### src/rtl/gshare_pht_spec.sv
// gshare branch predictor with an internal PHT of 2-bit saturating counters,
// a speculatively updated global history register, and an in-order FIFO of
// outstanding predictions used for training and history repair.
module gshare_pht_spec #(
   parameter int         IDX_W    = 4,
   parameter int         HIST_W   = 4,
   parameter int         DEPTH    = 4,
   parameter logic [1:0] CTR_INIT = 2'b01
) (
   input  logic              clk,
   input  logic              rst,
   input  logic              pred_valid,
   input  logic [IDX_W-1:0]  pred_pc,
   output logic              pred_ready,
   output logic              pred_out_valid,
   output logic              pred_taken,
   input  logic              res_valid,
   input  logic              res_taken,
   output logic              mispredict,
   output logic              res_err,
   output logic [HIST_W-1:0] hist_out
);

   localparam int ENTRIES = 1 << IDX_W;
   localparam int CNT_W   = $clog2(DEPTH + 1);
   localparam int PTR_W   = (DEPTH > 1) ? $clog2(DEPTH) : 1;

   // Saturating 2-bit counter step: up on taken, down on not-taken.
   function automatic logic [1:0] ctr_step(input logic [1:0] ctr, input logic up);
      logic [1:0] nxt;
      if (up) begin
         nxt = (ctr == 2'b11) ? 2'b11 : ctr + 2'b01;
      end else begin
         nxt = (ctr == 2'b00) ? 2'b00 : ctr - 2'b01;
      end
      return nxt;
   endfunction

   // Shift one outcome into the low end of a history value; the cast keeps
   // the low HIST_W bits, which also covers a one-bit history.
   function automatic logic [HIST_W-1:0] hist_shift(input logic [HIST_W-1:0] h, input logic b);
      return HIST_W'({h, b});
   endfunction

   // Pointer advance with wrap at DEPTH-1 (works for non-power-of-two depths).
   function automatic logic [PTR_W-1:0] ptr_inc(input logic [PTR_W-1:0] p);
      return (p == PTR_W'(DEPTH - 1)) ? PTR_W'(0) : p + PTR_W'(1);
   endfunction

   logic [1:0]        pht_r [ENTRIES];
   logic [HIST_W-1:0] ghr_r;
   logic [CNT_W-1:0]  cnt_r;
   logic [PTR_W-1:0]  rd_ptr_r;
   logic [PTR_W-1:0]  wr_ptr_r;
   logic [IDX_W-1:0]  fifo_idx_r  [DEPTH];
   logic [HIST_W-1:0] fifo_hist_r [DEPTH];
   logic              fifo_pred_r [DEPTH];

   logic [IDX_W-1:0]  idx_s;
   logic              pred_bit_s;
   logic              accept_s;
   logic              empty_s;
   logic              pop_s;
   logic              mis_s;
   logic              push_s;
   logic [IDX_W-1:0]  head_idx_s;
   logic [HIST_W-1:0] head_hist_s;
   logic              head_pred_s;
   logic [HIST_W-1:0] ghr_nxt_s;
   logic [CNT_W-1:0]  cnt_nxt_s;

   // Index/lookup, resolve decode, and next-state for history and count.
   always_comb begin
      pred_ready  = (cnt_r < CNT_W'(DEPTH));
      hist_out    = ghr_r;
      idx_s       = pred_pc ^ IDX_W'(ghr_r);
      pred_bit_s  = pht_r[idx_s][1];
      accept_s    = pred_valid && pred_ready;
      empty_s     = (cnt_r == CNT_W'(0));
      head_idx_s  = fifo_idx_r[rd_ptr_r];
      head_hist_s = fifo_hist_r[rd_ptr_r];
      head_pred_s = fifo_pred_r[rd_ptr_r];
      pop_s       = res_valid && !empty_s;
      mis_s       = pop_s && (res_taken != head_pred_s);
      // A mispredict flush drops any same-cycle request; fetch reissues it.
      push_s      = accept_s && !mis_s;

      if (mis_s) begin
         ghr_nxt_s = hist_shift(head_hist_s, res_taken);
      end else if (push_s) begin
         ghr_nxt_s = hist_shift(ghr_r, pred_bit_s);
      end else begin
         ghr_nxt_s = ghr_r;
      end

      case ({push_s, pop_s})
         2'b10:   cnt_nxt_s = cnt_r + CNT_W'(1);
         2'b01:   cnt_nxt_s = cnt_r - CNT_W'(1);
         default: cnt_nxt_s = cnt_r;
      endcase
   end

   // State and registered outputs; reset wins over any same-cycle request.
   always_ff @(posedge clk) begin
      if (rst) begin
         for (int i = 0; i < ENTRIES; i++) begin
            pht_r[i] <= CTR_INIT;
         end
         ghr_r          <= '0;
         cnt_r          <= '0;
         rd_ptr_r       <= '0;
         wr_ptr_r       <= '0;
         pred_out_valid <= 1'b0;
         pred_taken     <= 1'b0;
         mispredict     <= 1'b0;
         res_err        <= 1'b0;
      end else begin
         // Training write; the lookup above already used the old value.
         if (pop_s) begin
            pht_r[head_idx_s] <= ctr_step(pht_r[head_idx_s], res_taken);
         end
         if (push_s) begin
            fifo_idx_r[wr_ptr_r]  <= idx_s;
            fifo_hist_r[wr_ptr_r] <= ghr_r;
            fifo_pred_r[wr_ptr_r] <= pred_bit_s;
            pred_taken            <= pred_bit_s;
         end
         if (mis_s) begin
            rd_ptr_r <= '0;
            wr_ptr_r <= '0;
            cnt_r    <= '0;
         end else begin
            if (pop_s) begin
               rd_ptr_r <= ptr_inc(rd_ptr_r);
            end
            if (push_s) begin
               wr_ptr_r <= ptr_inc(wr_ptr_r);
            end
            cnt_r <= cnt_nxt_s;
         end
         ghr_r          <= ghr_nxt_s;
         pred_out_valid <= push_s;
         mispredict     <= mis_s;
         res_err        <= res_valid && empty_s;
      end
   end

endmodule

### config.mk
export PLATFORM = sky130hd
export DESIGN_NAME = gshare_pht_spec
export DESIGN_NICKNAME = d
export VERILOG_FILES = /design/src/rtl/gshare_pht_spec.sv
export SDC_FILE = /design/constraint.sdc
export NUM_CORES = 1
export LEC_CHECK = 0
export BUFFER_PORTS_ARGS = -buffer_cell sky130_fd_sc_hd__buf_2
export CAP_MARGIN = 20
export CORE_MARGIN = 8
export CORE_UTILIZATION = 50
export CTS_CLUSTER_DIAMETER = 120
export DETAILED_ROUTE_END_ITERATION = 6
export PLACE_DENSITY = 0.79
export SYNTH_ARGS = -nofsm -noshare
export SYNTH_HDL_FRONTEND = slang
export SYNTH_SLANG_ARGS = --single-unit
### constraint.sdc
create_clock -name clk -period 8.6 [get_ports clk]
set_input_delay 0.43 -clock clk [delete_from_list [all_inputs] [get_ports clk]]
set_output_delay 0.43 -clock clk [all_outputs]
set_load 0.05 [all_outputs]
### After elaboration in Yosys (flattened, before gate mapping)

Memory sizes are Yosys's and may differ from the RTL's. A register that Yosys moved wholly into a read port is not among the register bits.
Index checks and enable logic that the tools add are counted.

| cells by class | value |
|---|---|
| add/subtract/negate cells | 6 |
| order comparisons | 1 |
| equality and inequality tests | 6 |
| multiplexer cells | 27 |
| bitwise gates (word level) | 1 |
| reductions and logical operators | 13 |

Operators by type and width:

| kind | count |
|---|---|
| 2-bit two-way mux | 14 |
| 4-bit two-way mux | 3 |
| 1-bit two-way mux | 9 |
| 2-bit == test, second input constant | 4 |
| 2-bit by 1-bit adder with 2-bit output, second input constant | 3 |
| 3-bit one-hot mux with 2 select lines | 1 |
| 1-bit logical AND | 5 |
| 2-bit nonzero test | 2 |
| 2-bit OR reduction | 2 |
| 4-bit bitwise XOR | 1 |
| 3-bit by 1-bit adder with 3-bit output, second input constant | 1 |
| 3-bit zero test | 1 |
| 3-bit less-than comparator, second input constant | 1 |
| 3-bit by 1-bit subtractor with 3-bit output, second input constant | 1 |
| 2-bit by 1-bit == test with 1-bit output, second input constant | 1 |
| 1-bit zero test | 2 |
| 2-bit zero test | 1 |
| 2-bit by 1-bit subtractor with 2-bit output, second input constant | 1 |
| 1-bit inequality test | 1 |

| word-level totals | value |
|---|---|
| register bits after elaboration | 15 |
| bits in writable memories | 68 |
| bits of input ports | 9 |
| output and inout port bits | 9 |
| word-level logic and storage cells | 66 |
| memories | 4 |

Memories:

| memory | depth | bits a word | read ports | clocked after memory_dff | write ports | line | RTL |
|---|---|---|---|---|---|---|---|
| pht_r | 16 | 2 | 2 | 0 | 16 | 50 | `logic [1:0] pht_r [ENTRIES];` |
| fifo_hist_r | 4 | 4 | 1 | 1 | 1 | 56 | `logic [HIST_W-1:0] fifo_hist_r [DEPTH];` |
| fifo_idx_r | 4 | 4 | 1 | 1 | 1 | 55 | `logic [IDX_W-1:0] fifo_idx_r [DEPTH];` |
| fifo_pred_r | 4 | 1 | 1 | 1 | 1 | 57 | `logic fifo_pred_r [DEPTH];` |

### Logic depth before layout (Yosys ltp)

Gate-level depths: netlist of the first run.

| depth | value |
|---|---|
| depth after elaboration | 9 |
| gate-level depth with buffers | 12 |
| mapped depth without buffers | 11 |

### Least setup slack after synthesis of the first run

No wires, ideal clock.

| timing path | value |
|---|---|
| kind | reg2reg |
| from | register with a tool-made name |
| to | register cnt_r[2] |
| library setup time | 121 ps |
| arrival time | 2625 ps |
| data required time | 8479 ps |
| setup slack | 5853 ps |
| stages on the path, launching flop included | 13 |
| buffers on the path | 1 |
| clock period less this slack | 2747 ps |
| cell sequence | dfxtp_1 -> buf_6 -> mux4_1 -> xor2_1 -> nand3_1 -> nand2_1 -> ha_1 -> inv_1 -> fa_1 -> xor2_1 -> nor2_1 -> xnor2_1 -> nor2_1 |

RTL lines:

| element | line | RTL |
|---|---|---|
| end signal, assigned | 139 | `cnt_r <= cnt_nxt_s;` |
| end, declared | 52 | `logic [CNT_W-1:0] cnt_r;` |

==> results of run 1 <==
[flip-flops by register name, summed over array words and instances (netlist names), 2 cells and up, named ones only]
signal	count
fifo_idx_r	16
fifo_pred_r	4
wr_ptr_r	2
rd_ptr_r	2
fifo_hist_r	12
hist_out	4
pht_r	32
cnt_r	3
[worst min-delay path by stage]
| stage | start | end | slack [ps] | depth (start not counted) |
|---|---|---|---|---|
| floorplan | rd_ptr_r[1]$_SDFFE_PP0N_ | register | 450 | 2 |
| global placement | pred_taken$_SDFFE_PP0P_ | pred_taken$_SDFFE_PP0P_ | 440 | 2 |
| detailed placement | pred_taken$_SDFFE_PP0P_ | pred_taken$_SDFFE_PP0P_ | 450 | 2 |
| CTS | res_valid | res_err$_SDFF_PP0_ | 380 | 2 |
| global route | res_valid | res_err$_SDFF_PP0_ | 380 | 2 |
| finish | res_valid | res_err$_SDFF_PP0_ | 380 | 2 |
[routing by layer]
layer / up-vias / global-route usage (%)
met5: - / 0
met4: 0 / 9.48
met3: 17 / 2.03
met2: 72 / 23.7
met1: 1222 / 20.0
li1: 1167 / -
[placed cells by master (no fill, tap or decap), types with 3 or more instances in the layout]
cell / n
edfxtp_1: 64
nand2_1: 21
nor2_1: 21
mux2i_1: 19
dfxtp_1: 17
buf_2: 17
nand2b_1: 15
nor4_1: 11
nand4b_1: 10
a21oi_1: 9
clkbuf_8: 9
mux4_2: 8
inv_1: 8
o22ai_1: 8
nand4_1: 7
or2_2: 7
xor2_1: 6
nor2b_1: 6
nor4b_1: 6
ha_1: 6
mux4_1: 5
and2_1: 4
nor3_1: 3
nand3_1: 3
or2_4: 3
a211oi_1: 3
[cell families (layout without fill, tap and decap cells)]
family	after synthesis	after routing	share of synthesized area, %
xor gates and xnor gates	8	8	1.77
buffers and inverters	22	41	3.66
and+or+nand+nor	124	124	18.1
DFF	81	81	57.1
adders and majority gates	7	7	2.40
AOI/OAI and AO/OA	25	25	4.36
muxes	32	32	12.7
[stage by stage]
| stage | cells | worst slack, ps | hold WS, ps | cell area (um2) |
|---|---|---|---|---|
| floorplan | 299 | 5850 | 454 | 3960 |
| global placement | 404 | 5360 | 443 | 4060 |
| detailed placement | 404 | 5270 | 449 | 4060 |
| CTS | 420 | 5270 | 375 | 4260 |
| global route | 420 | 5020 | 379 | 4260 |
| finish | 420 | 5290 | 378 | 4260 |
[cell usage after synthesis (2+ instances only)]
cell type  number  share of area (%)
and2_1          4               0.63
inv_1           8               0.76
mux2i_1        19                4.8
dfxtp_1        17                8.6
ha_1            6                1.9
nor3_1          3               0.38
a21oi_1         9                1.1
edfxtp_1       64                 49
buf_6           6                1.7
a211oi_1        3               0.57
nor2b_1         6               0.95
nor4b_1         6                1.3
or3_1           2               0.32
nor4_1         11                1.7
or2_2           7                1.1
nor2_1         21                2.0
o22ai_1         8                1.3
nand4_1         7                1.1
nand2b_1       15                2.4
clkbuf_1        6               0.57
nand4b_1       10                2.2
nand3_1         3               0.38
mux4_2          8                4.5
xnor2_1         2               0.44
mux4_1          5                3.3
or2_4           3               0.66
nand2_1        21                2.0
xor2_1          6                1.3
[power groups by stage]
stage | Sequential (mW) | Combinational, mW | Clock (mW)
final | 0.524 | 0.474 | 0.281
after global routing | 0.529 | 0.512 | 0.301
after floorplan | 0.555 | 0.362 | 0
after CTS | 0.525 | 0.472 | 0.284
after detailed placement | 0.533 | 0.470 | 0
after global placement | 0.529 | 0.457 | 0
[area by class of cell]
cell class,instances,area (um2),area share [%]
clock buffer,9,124,2.91
clock inverter,7,77.6,1.82
inverter,8,30.0,0.705
multi-input combinational,196,1560,36.5
sequential,81,2260,53.1
tap,102,128,2.99
timing repair buffer,17,85.1,2.00
==> results.md, run 1 <==
Clock network:
- The total number of H-tree levels is 3.
- The post-CTS setup repair buffer count is 0.
- After clock tree synthesis, the clock-pin slew on the worst setup and hold paths is approximately 80 ps.
- The TritonCTS clock tree is yes.
- The tree is rooted in a clkbuf_8.
- The number of buffers inserted during clock tree synthesis is 9.
- The tree built by TritonCTS fans out to 81 sinks.
- The number of hold buffers added after CTS was 0.
- Post-CTS repair changed the size of 0 cells.
- Clock latency on the worst-skew pair, taken at its later pin, is ~360 ps.
- The buffer depth of the longest clock path is 2.

Pwr:
- The clock network accounts for 22.0% of the total power.
- In this run, flip-flops and latches consume 40.9% of the power.
- The total power consumption of the routed design is 1.28 mW.
- The switching power is 0.499 mW.
- The combinational group share of total power is 37.1%.
- The internal power consumption is 0.780 mW.
- For this design the static power due to leakage is ~1.5 nW.
- Net switching is 39.0% of the power.
- The total power density per cell area is 300 nW/um2.
- The largest voltage drop on the vdd net is around 0.00021 V.

Yosys:
- In this run the cell area of the synthesized design comes to 3960 um2.
- A synthesized cell averages roughly 13 um2.
- In the synthesized netlist the async set-or-reset flop fraction comes to 0%.
- Yosys mapped the design onto 41 distinct sky130hd cell types.
- Sequential elements use 57.1% of the synthesized area.
- The number of nets produced by synthesis is between 300 and 400.
- In this run, synthesis produced a sequential element count of 81.
- In the synthesized netlist, the number of instances is 299.
- The most frequently used flop master after synthesis is edfxtp_1.
- During synthesis, Yosys emitted a total of 0 warnings.
- In this run, synthesis inferred 64 flip-flops with an integrated enable.

Floorplan:
- The initial utilization of the core area, before any placement, comes to between 50% and 60%.
- The total die area is 11000 um2.
- In this run the core area contains 32 standard-cell rows.
- The die is 105 um tall.
- The die extent in x is 105 um.
- Pin placement for this block handled 18 I/O pins.
- The core footprint is 7690 um2.

Worst setup path:
- The signal arrival time at the worst endpoint is between 3000 and 4000 ps.
- At the worst endpoint, the required time is 8850 ps.
- In this run the worst path has a maximum fanout of 10.
- The last element of the critical path is cnt_r[2]$_SDFFE_PP0P_.
- The critical path buffer and inverter count is 1.
- The kind of cell adding the most delay to the critical path is simple AND/OR/NAND/NOR gates.
- The longest individual stage delay on the worst path is 700 ps.
- The worst setup path is captured at a register.
- The signal on the critical path passes through mux4_1 -> xor2_1 -> nand3_1 -> nand2_1 -> ha_1 -> inv_1 -> fa_1 -> xor2_1 -> nor2_1 -> xnor2_1 -> nor2_1.
- The critical path crosses 11 cells after its start point.
- Among all stages on the critical path, the largest delay is contributed by mux4_1.
- The critical path is of the register to register type.
- STA classifies the critical path startpoint as a register.
- Measured in cells, the most critical reg-to-reg path has a length of 11.
- In this run the register-to-register setup slack is roughly 5300 ps.
- The endpoint identified for the worst register-to-register timing path is cnt_r[2]$_SDFFE_PP0P_.

Timing:
- The minimum clock period is 3310 ps.
- Headroom to the max-slew limit came out at a little over a third.
- After routing, the total negative slack on setup checks comes to 0 ps.
- Clock skew on the completed layout was measured at 10.3 ps.
- The number of failing hold endpoints at the final stage is 0.
- The final count of pins violating max slew is 0.
- For the pin with the worst max-slew slack, the measured transition is 943 ps.
- The achievable clock frequency is 0.302 GHz.
- The post-route fraction of the period consumed by the critical path is between 30% and 40%.
- Setup repair after global routing left no endpoint under its margin.
- The setup-violating endpoint count in the final report is 0.

Global routing:
- The wire length of the first global-routing pass is about 13000 um.
- The total global-route track usage is 15.3%.
- The number of antenna violations at the first check in global routing is 0.
- Global routing finished with a remaining overflow of 0.
- The number of global-route vias before repair was ~2.5k.
- The maximum number of pins on one net before global-route repair is 28.

Placement:
- The estimated wirelength of the detail-placed design is 5630 um.
- The count of input and output buffers is 17.
- The global placement routability congestion is 0.886.

Run status:
- The flow ran to the end, and the final reports show no timing, DRC or antenna violations.

Finish:
- The diode insertion count for antenna repair is 0.
- Measured on the finished design, the core utilization comes to 55.4%.
- The area growth from synthesis to layout is 7.55%.
- The fraction of final layout cells sized beyond drive strength 1 is 17.3%.
- The layout has 646 filler cells.
- At the end of the flow, the number of nets in the layout was 329.

Routing:
- The detailed router's first-iteration violation count is 259.
- In the final routed layout, each cell accounts on average for 19.4 um.
- The number of vias after detailed routing is approximately 2.5k.
- The first-pass iteration count of the detailed router is 4.
- In the final routing, the length of wire on met1 measures ~3500 um.
- The met3 layer wire length in the routed design is ~370 um.
- Using the TritonRoute via totals, the vias-per-cell ratio works out to 5.90.
- The uppermost layer routed is met4.
- The total length of routed met2 wires is 4050 um.
- In this run the remaining antenna-violating nets after routing total 0.
- The total DRC errors in the routed layout is 0.
- The post-detailed-routing wire length is 8150 um.

Min path:
- The path type of the worst min-delay path is input pin to register.

Flow run:
- Across the run, the number of max-cap violations was 0.
No activity file was read; power rests on OpenSTA's default activity.
==> run 2, diff against run 1 <==
- ABC_AREA: not set -> 1
- PLACE_DENSITY: 0.79 -> 0.81
- clock period: 8.6 -> 2.8 ns (I/O delays scaled with it)
==> run 2 against run 1 <==
  * Sequential share of layout area down 4.0 points
  * Via count up 29%
  * Sequential power rose to 3.0 times the previous value
  * Final cell count up 44%
  * Die area up 6.1%
  * Hold slack worse by 360 ps
  * Critical endpoint unchanged
  * Maximum frequency up 34%
==> results.md, run 2 <==
Clock network:
- The root buffer cell chosen for the clock tree is clkbuf_8.
- The TritonCTS clock tree is yes.
- The number of sinks on the clock net came to 81 (unchanged).
- The number of buffers inserted during clock tree synthesis was 9 (unchanged).
- The clock latency of the later-clocked register in the worst-skew pair is 360 ps (about the same).
- The clock transition at the registers of the reported paths came to 80 ps (about the same).
- The buffer depth of the longest clock path came to 2 (unchanged).
- The total number of H-tree levels is 3 (unchanged).
- The number of buffers inserted for hold repair after clock tree synthesis is 0 (unchanged).

Global routing:
- The maximum number of pins on one net before global-route repair was 28 (unchanged).
- The overflow left after global routing is 0 (unchanged).
- The number of antenna violations at the first check in global routing is 0 (unchanged).
- The total global-route track usage came to 16.3% (+0.99 points).
- The wire length of the first global-routing pass came to 15000 um (+14%).
- The number of global-route vias before repair is 3154 (+26%).

Pwr:
- The total power consumption of the routed design was 3.97 mW (+210%).
- The leakage power total is 1.89 nW (+30%).
- The largest voltage drop on the vdd net is 0.000346 V (+68%).
- The total power density per cell area is 861 nW/um2 (+190%).

Timing:
- The final count of pins violating max slew is 0 (unchanged).
- The post-route fraction of the period consumed by the critical path came to 88.0% (+50 points).
- The setup-violating endpoint count in the final report is 0 (unchanged).
- The worst hold slack across all endpoints came to 19.6 ps (-359 ps).
- The relative slew slack is 58.5% (+22 points).
- The achievable clock frequency is 0.406 GHz (+34%).
- The number of failing hold endpoints at the final stage came to 0 (unchanged).
- The minimum clock period is 2470 ps (-846 ps).
- The total negative setup slack is 0 ps (unchanged).
- The setup skew after layout is 11.8 ps (+1.45 ps).
- Setup repair after global routing left no endpoint under its margin.
- The transition time of the tightest slew-check pin is 619 ps (-324 ps).

Yosys:
- The instance count of the mapped netlist was 470 (+57%).
- The proportion of synthesized flip-flops having asynchronous set or reset is 0% (unchanged).
- The number of nets produced by synthesis is 486 (+54%).
- The fraction of synthesized cell area taken by the top area cell type is 45.2% (-3.3 points).
- nand2_1 is the most common cell in the netlist.
- The sequential element share of the synthesized area came to 53.3% (-3.8 points).
- The unique cell type count in the Yosys netlist came to 36 (-12%).
- The post-synthesis cell area is 4250 um2 (+7.2%).
- The warning count from the yosys run is 0 (unchanged).
- The mean post-synth cell area is 9.04 um2 (-32%).
- Summed over all instances, the cell type with the most area after synthesis is edfxtp_1.
- In the synthesized netlist, the cells that appear most often are 128 x nand2_1, 77 x inv_1, 64 x edfxtp_1.
- The post-synthesis sequential element count is 81 (unchanged).
- After synthesis, the cell types taking the most area are edfxtp_1 45%, nand2_1 11%, dfxtp_1 8.0%.
- The number of synthesized flops with an enable pin is 64 (unchanged).
- In the synthesized netlist the dominant register cell turns out to be edfxtp_1.

Worst setup path:
- The longest individual stage delay on the worst path is 390 ps (-310 ps).
- The data required time at the worst endpoint is 3040 ps (-5810 ps).
- On the critical path, the stage with the largest delay is an instance of dfxtp_1.
- The endpoint identified for the worst register-to-register timing path is cnt_r[2]$_SDFFE_PP0P_.
- The critical path start-end classification is register to register.
- The register-to-register setup slack is 330 ps (-4950 ps).
- The launching point of the worst reg2reg path is cnt_r[2]$_SDFFE_PP0P_.
- The length in cells of the worst reg-to-reg path came to 11 (unchanged).
- Among the stages of the critical path, the cell type that occurs most often is nor2_1.
- STA classifies the critical path endpoint as a register.
- Traced cell by cell, the critical path runs through nor3_1 -> nor2_1 -> nand3_1 -> nand2_1 -> ha_1 -> inv_1 -> fa_1 -> a21oi_1 -> o21ai_0 -> xor2_1 -> nor2_1.
- The signal arrival time at the worst endpoint is 2700 ps (-860 ps).
- The largest fanout on the critical path is 6 (-4).
- The worst setup path is launched from a register.

Floorplan:
- The die extent in x was 108 um (+3.0%).
- The number of cell rows is 33 (+3.1%).
- The height of the chip is 108 um (+3.0%).
- The total die area came to 11700 um2 (+6.1%).
- The I/O pin count was 18 (unchanged).
- The core footprint is 8220 um2 (+6.9%).
- The effective utilization at floorplan was 51.7% (+0.15 points).

Flow run:
- The number of max-capacitance violations reported is 0 (unchanged).

Finish:
- The diode insertion count for antenna repair is 0 (unchanged).
- The top cell types in the final layout, fill and taps aside, are 128 x nand2_1, 77 x inv_1, 64 x edfxtp_1, 36 x nor2_1, 35 x nand3_1.
- Leaving out fill and tap cells, the most frequent cell in the layout is nand2_1.
- The register with the most flip-flops in the final layout is pht_r.
- The largest registers in the layout are pht_r x32, fifo_idx_r x16, fifo_hist_r x12.
- The fraction of final layout cells sized beyond drive strength 1 is 15.8% (-1.5 points).
- The flip-flop count of the largest register after layout is 32 (unchanged).
- The number of nets in the layout came to 510 (+55%).
- The area growth from synthesis to layout is 8.60%.
- The area of all placed cells without fillers is 4610 um2 (+8.2%).
- The number of fill cells is 681 (+5.4%).

Routing:
- The remaining number of nets flagged by the antenna check after routing is 0 (unchanged).
- The wire length per cell after detailed routing is 15.0 um (-23%).
- The via-per-instance ratio is 5.28 (-11%).
- The detailed router's first-iteration violation count is 238 (-8.1%).
- The first-pass iteration count of the detailed router is 5 (+1).
- The total DRC errors in the routed layout is 0 (unchanged).
- The post-detailed-routing wire length was 9070 um (+11%).
- The number of vias after detailed routing is 3187 (+29%).

Min path:
- The endpoint with the worst hold slack is res_err$_SDFF_PP0_.
- The worst hold path cell count is 3 (+1).
- The path type of the worst min-delay path is input pin to register.
- In this run the most critical hold path is launched from res_valid.

Placement:
- The placed standard-cell area is 4410 um2 (+8.5%).
- The estimated wirelength of the detail-placed design is 6520 um (+16%).
- The global placement routability congestion came to 0.934 (+5.5%).
- The count of input and output buffers is 17 (unchanged).

Run status:
- The run finished with clean final reports.
run 2: changes by cell type in the layout (fill, tap and decap cells not counted), moves of 10 or more:
cell / change
inv_1: +69
nor2_1: +15
nor4_1: -11
nand2_1: +107
nand3_1: +32
mux2i_1: -19
nand3_2: +10
nand4b_1: -10
nand2b_1: -15
run 2: worst max-delay path by stage:
stage | startpoint | to | depth (start not counted)
after floorplan | register | cnt_r[2]$_SDFFE_PP0P_ | 15
after global placement | register | cnt_r[2]$_SDFFE_PP0P_ | 13
after detailed placement | register | cnt_r[2]$_SDFFE_PP0P_ | 13
after CTS | register | cnt_r[2]$_SDFFE_PP0P_ | 13
after global routing | cnt_r[2]$_SDFFE_PP0P_ | cnt_r[2]$_SDFFE_PP0P_ | 11
final | cnt_r[2]$_SDFFE_PP0P_ | cnt_r[2]$_SDFFE_PP0P_ | 11
run 2: power breakdown:
group	leakage [nW]	switching (mW)	internal [mW]
Sequential	0.707	0.0984	1.47
Clock	0.100	0.440	0.443
Combinational	1.09	1.11	0.407
Total	1.89	1.65	2.32
run 2: kinds of logic (layout without fill, tap and decap cells):
group                      Yosys count  in the layout  synth area share [%]
xor gates and xnor gates             5              5                  1.03
buffers and inverters               94            123                  10.3
DFF                                 81             81                  53.3
AOI/OAI and AO/OA                   59             59                  8.69
adders and majority gates            7              7                  2.24
and+or+nand+nor                    224            224                  24.5
run 2: layout make-up:
cell class | count | area [um2] | area share, %
Clock buffer | 11 | 141 | 3.06
Clock inverter | 5 | 63.8 | 1.38
Inverter | 81 | 312 | 6.75
Multi-Input combinational cell | 295 | 1550 | 33.6
Sequential cell | 81 | 2260 | 49.1
Tap cell | 105 | 131 | 2.85
Timing Repair Buffer | 26 | 153 | 3.31
run 2: metal layers:
metal | vias up | global-route usage (%) | wire length (um)
li1 | 1577 | - | -
met1 | 1486 | 19.4 | 3770
met3 | 19 | 2.68 | 496
met4 | 0 | 7.23 | 178
met2 | 105 | 28.2 | 4630
met5 | - | 0 | 0
run 2: what timing repair did:
action / 4_1_cts / 5_1_grt
setup endpoints to repair: 0 / 1
buffers inserted: 0 / 0
gates resized for setup: 0 / 1
run 2: through the flow:
step                      worst slack, ps  std cells  utilization, %
after floorplan                       526        470               -
after global placement                360        588            53.6
after detailed placement              239        588            53.6
after CTS                             211        604            56.1
after global routing                 72.2        604            56.1
final                                 335        604            56.1
run 2: worst max-delay path, delay by kind of cell (launching register included):
family | cells | cell delay, ps
AO/OA/AOI/OAI | 2 | 280
XOR/XNOR | 1 | 180
adder cells (fa/ha/maj) | 2 | 550
buffers and inverters | 1 | 80
flip-flops | 1 | 390
AND/OR/NAND/NOR | 5 | 870
